File: src/rtl/dmem_ctrl_pkg.sv
// Shared definitions for the data-memory responder: FSM encodings and data/word widths.
// Word width grows to 9 bits when DMEM_PARITY_EN is defined.
package dmem_ctrl_pkg;

   localparam int DATA_W = 8;

`ifdef DMEM_PARITY_EN
   localparam int WORD_W = DATA_W + 1;
`else
   localparam int WORD_W = DATA_W;
`endif

   typedef enum logic [1:0] {
      DMEM_IDLE = 2'd0,
      DMEM_WAIT = 2'd1,
      DMEM_DONE = 2'd2
   } dmem_state_e;

endpackage

File: src/rtl/dmem_ctrl_array.sv
// dmem_array: storage only. Synchronous write, registered read on commit enable.
// The read register clears on reset; the storage itself is never reset.
module dmem_array
   import dmem_ctrl_pkg::*;
#(
   parameter int DEPTH = 256,
   parameter int IDX_W = 8
) (
   input  logic              clk,
   input  logic              rst,
   input  logic              we,
   input  logic              re,
   input  logic              zero,
   input  logic [IDX_W-1:0]  idx,
   input  logic [WORD_W-1:0] wword,
   output logic [WORD_W-1:0] rword
);

   logic [WORD_W-1:0] mem [DEPTH];

   always_ff @(posedge clk) begin
      if (we) mem[idx] <= wword;
   end

   // Out-of-range reads load zero so rdata and parity both come back clean.
   always_ff @(posedge clk or negedge rst) begin
      if (!rst)    rword <= '0;
      else if (re) rword <= zero ? '0 : mem[idx];
   end

endmodule

File: src/rtl/dmem_ctrl.sv
// Data-memory responder: latches one request, waits WAIT_STATES cycles, commits, then acks.
// Optional per-word parity is enabled by defining DMEM_PARITY_EN.
module dmem_ctrl
   import dmem_ctrl_pkg::*;
#(
   parameter int ADDR_W      = 8,
   parameter int DEPTH       = 256,
   parameter int WAIT_STATES = 1
) (
   input  logic              clk,
   input  logic              rst,
   input  logic              req,
   input  logic              we,
   input  logic [ADDR_W-1:0] addr,
   input  logic [DATA_W-1:0] wdata,
   output logic [DATA_W-1:0] rdata,
   output logic              ack,
   output logic              busy,
   output logic              par_err,
   output dmem_state_e       dbg_state
);

   localparam int IDX_W = (DEPTH > 1) ? $clog2(DEPTH) : 1;

   // Handshake: req/we/addr/wdata are sampled only on an edge where the FSM is IDLE;
   // ack is a one-cycle pulse, busy is high whenever the FSM is not IDLE.
   dmem_state_e       state;
   logic [3:0]        cnt;
   logic              lat_we;
   logic [ADDR_W-1:0] lat_addr;
   logic [DATA_W-1:0] lat_wdata;

   logic              sel_we;
   logic [ADDR_W-1:0] sel_addr;
   logic [DATA_W-1:0] sel_wdata;
   logic              commit;
   logic              in_range;
   logic [WORD_W-1:0] wword;
   logic [WORD_W-1:0] rword;

   // With zero wait states the commit happens on the capture edge, so use live inputs.
   always_comb begin
      sel_we    = lat_we;
      sel_addr  = lat_addr;
      sel_wdata = lat_wdata;
      commit    = 1'b0;
      if (state == DMEM_IDLE) begin
         sel_we    = we;
         sel_addr  = addr;
         sel_wdata = wdata;
      end
      if (WAIT_STATES == 0) commit = rst && (state == DMEM_IDLE) && req;
      else                  commit = rst && (state == DMEM_WAIT) && (cnt == 4'd0);
   end

   generate
      if (DEPTH >= (2 ** ADDR_W)) begin : g_full
         assign in_range = 1'b1;
      end else begin : g_part
         localparam logic [ADDR_W:0] DEPTH_L = (ADDR_W + 1)'(DEPTH);
         assign in_range = ({1'b0, sel_addr} < DEPTH_L);
      end
   endgenerate

`ifdef DMEM_PARITY_EN
   assign wword = {^sel_wdata, sel_wdata};
`else
   assign wword = sel_wdata;
`endif

   dmem_array #(.DEPTH(DEPTH), .IDX_W(IDX_W)) u_arr (
      .clk   (clk),
      .rst   (rst),
      .we    (commit & sel_we & in_range),
      .re    (commit & ~sel_we),
      .zero  (~in_range),
      .idx   (sel_addr[IDX_W-1:0]),
      .wword (wword),
      .rword (rword)
   );

   assign rdata     = rword[DATA_W-1:0];
   assign busy      = (state != DMEM_IDLE);
   assign dbg_state = state;

   // ack and par_err are registered from DONE, so they appear in the cycle after DONE.
   always_ff @(posedge clk or negedge rst) begin
      if (!rst) begin
         state     <= DMEM_IDLE;
         cnt       <= 4'd0;
         lat_we    <= 1'b0;
         lat_addr  <= '0;
         lat_wdata <= '0;
         ack       <= 1'b0;
`ifdef DMEM_PARITY_EN
         par_err   <= 1'b0;
`endif
      end else begin
         ack <= (state == DMEM_DONE);
`ifdef DMEM_PARITY_EN
         par_err <= (state == DMEM_DONE) && !lat_we &&
                    (rword[DATA_W] != ^rword[DATA_W-1:0]);
`endif
         case (state)
            DMEM_IDLE: begin
               if (req) begin
                  lat_we    <= we;
                  lat_addr  <= addr;
                  lat_wdata <= wdata;
                  if (WAIT_STATES == 0) begin
                     state <= DMEM_DONE;
                  end else begin
                     state <= DMEM_WAIT;
                     cnt   <= 4'(WAIT_STATES - 1);
                  end
               end
            end
            DMEM_WAIT: begin
               if (cnt != 4'd0) cnt   <= cnt - 4'd1;
               else             state <= DMEM_DONE;
            end
            DMEM_DONE: state <= DMEM_IDLE;
            default:   state <= DMEM_IDLE;
         endcase
      end
   end

`ifndef DMEM_PARITY_EN
   assign par_err = 1'b0;
`endif

endmodule

File: config.mk
export PLATFORM = sky130hd
export DESIGN_NAME = dmem_ctrl
export DESIGN_NICKNAME = d
export VERILOG_FILES = /design/src/rtl/dmem_ctrl_pkg.sv /design/src/rtl/dmem_ctrl_array.sv /design/src/rtl/dmem_ctrl.sv
export SDC_FILE = /design/constraint.sdc
export NUM_CORES = 2
export LEC_CHECK = 0
export BUFFER_PORTS_ARGS = -buffer_cell sky130_fd_sc_hd__clkbuf_2
export CORE_ASPECT_RATIO = 1.1
export CORE_MARGIN = 2
export CORE_UTILIZATION = 25
export DETAILED_ROUTE_END_ITERATION = 10
export GPL_ROUTABILITY_DRIVEN = 0
export GPL_TIMING_DRIVEN = 0
export PLACE_DENSITY = 0.36
export SYNTH_ARGS = -nofsm -noshare
export SYNTH_HDL_FRONTEND = slang
export SYNTH_HIERARCHICAL = 1
export SYNTH_SLANG_ARGS = --single-unit
File: constraint.sdc
create_clock -name clk -period 10.4 [get_ports clk]
set_clock_uncertainty 0.2 [all_clocks]
set_input_delay 0 -clock clk [delete_from_list [all_inputs] [get_ports clk]]
set_output_delay 0 -clock clk [all_outputs]
set_load 0.02 [all_outputs]
==> impl_metrics.tcl <==
set metrics [dict create \
    finalSetupTns_ns 0 \
    worstHoldPathType "input port to flip-flop" \
    slew_viol_final 0 \
    dieArea_um2 329800 \
    syn_area_um2 81300 \
    worst_pin_slew_ns 1.445 \
    timing.final.crit_share_pct 63.06 \
    worstPathMaxFanout 10 \
    drtAntennaViolNets 0 \
    critical_path_arrival_ns 6.87 \
    p_int_uw 19340 \
    max_cap_violations 0 \
    synth.distinct_cells 69 \
    rsz0062_at_grt "no" \
    cts_buffers 236 \
    hp-start "req" \
    fmax_mhz 152.5 \
    r2r_end "u_arr/mem[140][4]" \
    fin_nets 4348 \
    pwr-share-comb_pct 39.4 \
    yosys.area.top_type_share_pct 75.65 \
    std_cell_rows 219 \
    num_vias 41829 \
    cts_tree "built" \
    run_status "completed" \
    yosys-top-cells-count "edfxtp_1, mux4_2, mux2i_1" \
    htreeDepth 4 \
    finalCriticalPeriod_ns 6.559 \
    critPathTopFamily "buffers and inverters" \
    setup_viol 0 \
    root_buffer "clkbuf_16" \
    gr-usage-all-layers_pct 17.45 \
    seq_power_share_pct 34.9 \
    hold_violations 0 \
    grt_pass1_wl_um 391700 \
    whs_path_depth 6 \
    routed_via_density 4.739 \
    grt_pass1_vias 42586 \
    critical_path_class "flip-flop to flip-flop" \
    place_hpwl_um 199100 \
    ys.flop_type "edfxtp_1" \
    power.share.clock_pct 25.7 \
    end_kind "flip-flop" \
    start_util_pct 25.12 \
    yosysMostFrequentCell "edfxtp_1" \
    p_sw_uw 12210 \
    seq_area_frac_synth_pct 76.63 \
    coreArea_um2 323600 \
    wire_per_inst_um 33.16 \
    syn_inst 3957 \
    synth_edf_count 2048 \
    antenna_found_initial 15 \
    postSynthAreaPerCell_um2 20.55 \
    ir_worst_vdd_uv 308.5 \
    drc 0 \
    cts_sinks 2080 \
    grt_max_degree 134 \
    die_h_um 602.1 \
    drtPass1Iterations 7 \
    r2r_setup_slack_ns 3.84 \
    clock_latency_ns 0.91 \
    slowest_delay_ns 0.95 \
    place.port_buffers 31 \
    yosysTopAreaCell "edfxtp_1" \
    p_per_area_nw_per_um2 329.2 \
    holdPathEnd "cnt[3]" \
    dp_cells 8336 \
    cp.required_ns 10.71 \
    ys_seq_elements 2080 \
    area_growth_pct 17.92 \
    ioPinCount 33 \
    ys_warn_count 6 \
    yosys-top-cells-area "edfxtp_1, mux4_2, mux2i_1" \
    path_buf_inv 6 \
    cts_setup_buffers 0 \
    fin_cells 8826 \
    path_cells "nor2_4 -> mux2_2 -> buf_4 -> buf_4 -> clkbuf_2 -> buf_16 -> clkbuf_1 -> nor2_1 -> nand3_1 -> clkbuf_2 -> nor2_1" \
    drive_above_1_share_pct 23.15 \
    wirelength_um 292700 \
    clkTransAtPathRegs_ns 0.06 \
    leakagePower_uw 0.02963 \
    r2r-start "dbg_state[1]" \
    max_slew_margin_pct 3.638 \
    cpMaxStageDelayCell "nor2_1" \
    die_x_um 547.7 \
    rr_worst_depth 11 \
    clockBufferDepth 4 \
    critPathLaunchType "flip-flop" \
    synth_async_sr_flop_share_pct 1.538 \
    grt_remaining_overflow 0 \
    drt-initial-drc-count 4374 \
    switching_share_pct 38.70 \
]
kinds of logic after synthesis:
| family | share of synthesized area, % |
|---|---|
| AND/OR/NAND/NOR | 3.107 |
| multiplexers | 15.07 |
| flip-flops | 76.63 |
| other | 0.004613 |
| adder cells (fa/ha/maj) | 0.03078 |
| buffers and inverters | 2.062 |
| AO/OA/AOI/OAI | 3.090 |
cell usage in the layout, fill, tap and decap left out, types with 14 or more instances in the layout:
cell type	Yosys	final
nand2_1	81	81
clkbuf_2	4	53
nor2_1	243	243
nand3_1	33	33
a221oi_1	30	30
clkbuf_16	0	240
edfxtp_1	2048	2048
nand4_1	18	18
dfrtp_1	32	32
mux2_2	61	53
nor2b_1	17	17
buf_2	45	51
a31oi_1	23	23
buf_4	29	36
mux2i_1	254	254
bufinv_16	0	18
clkinv_2	0	37
o22ai_1	84	84
mux4_2	390	390
a41oi_1	14	14
nor3_1	67	34
clkinv_1	0	55
nor3_2	1	34
buf_16	0	20
a22oi_1	79	79
a21oi_1	35	35
nor4_1	16	16
clkbuf_1	102	142
buf_6	27	38
dlygate4sd3_1	0	56
o21ai_0	41	41
through the flow:
stage,setup WS [ns],cell area [µm²],power [µW],util [%],hold WS (ns)
after floorplan,6.661,81300,17570,-,-0.4956
after global placement,2.237,86850,23880,26.84,0.04381
after detailed placement,3.916,87850,23790,27.15,0.05130
after CTS,3.840,95800,32030,29.60,0.07032
after global routing,3.773,95850,32570,29.62,0.1493
final,3.841,95870,31560,29.62,0.1490
tightest hold or removal path: stages:
cell           delay [ns]
dlygate4sd3_1        0.53
clkbuf_2             0.11
and2_4               0.13
buf_6                0.14
buf_6                0.20
o22ai_1              0.11
state kept, by name, indices dropped and copies added (netlist names):
name         flops
u_arr/rword      8
u_arr/mem     2048
lat_we           1
ack              1
dbg_state        2
cnt              4
lat_wdata        8
lat_addr         8
power by group through the flow:
stage / sequential (µW) / clock, µW / combinational (µW)
after global placement: 11700 / 0 / 12200
after detailed placement: 11200 / 0 / 12600
after global routing: 11000 / 8640 / 12900
after CTS: 11000 / 8320 / 12700
after floorplan: 11300 / 0 / 6240
final: 11000 / 8100 / 12400
repair_timing:
| action | in CTS | in global routing |
|---|---|---|
| hold buffers | 57 | 0 |
| endpoints found under the setup margin | 0 | 0 |
| hold endpoints to repair | 725 | 0 |
| resized for setup | 0 | 0 |
worst max-delay path by stage:
stage	from	cells after the start	slack (ns)	to
after global routing	dbg_state[1]	10	3.77	u_arr/mem[234][4]
final	dbg_state[1]	11	3.84	u_arr/mem[140][4]
after floorplan	dbg_state[1]	10	6.66	u_arr/mem[198][0]
after detailed placement	dbg_state[1]	11	3.92	u_arr/mem[212][2]
after global placement	dbg_state[1]	10	2.24	u_arr/mem[140][3]
after CTS	dbg_state[1]	11	3.84	u_arr/mem[212][2]
layout make-up:
type,instances,area [µm²]
Sequential cell,2080,62300
Timing Repair Buffer,130,1483
Multi-Input combinational cell,1619,17610
Inverter,14,52.55
Clock buffer,298,6223
Buffer,245,1649
Clock inverter,124,1140
Antenna cell,7,17.52
Fill cell,31501,227700
Tap cell,4309,5391
layer usage:
metal  share of wire (%)  track usage (%)
met1                  44            23.40
met2                  50            29.81
met3                 4.4            2.325
met4                 2.3            4.157
met5              0.0099                0
(Power assumes the default switching activity.)
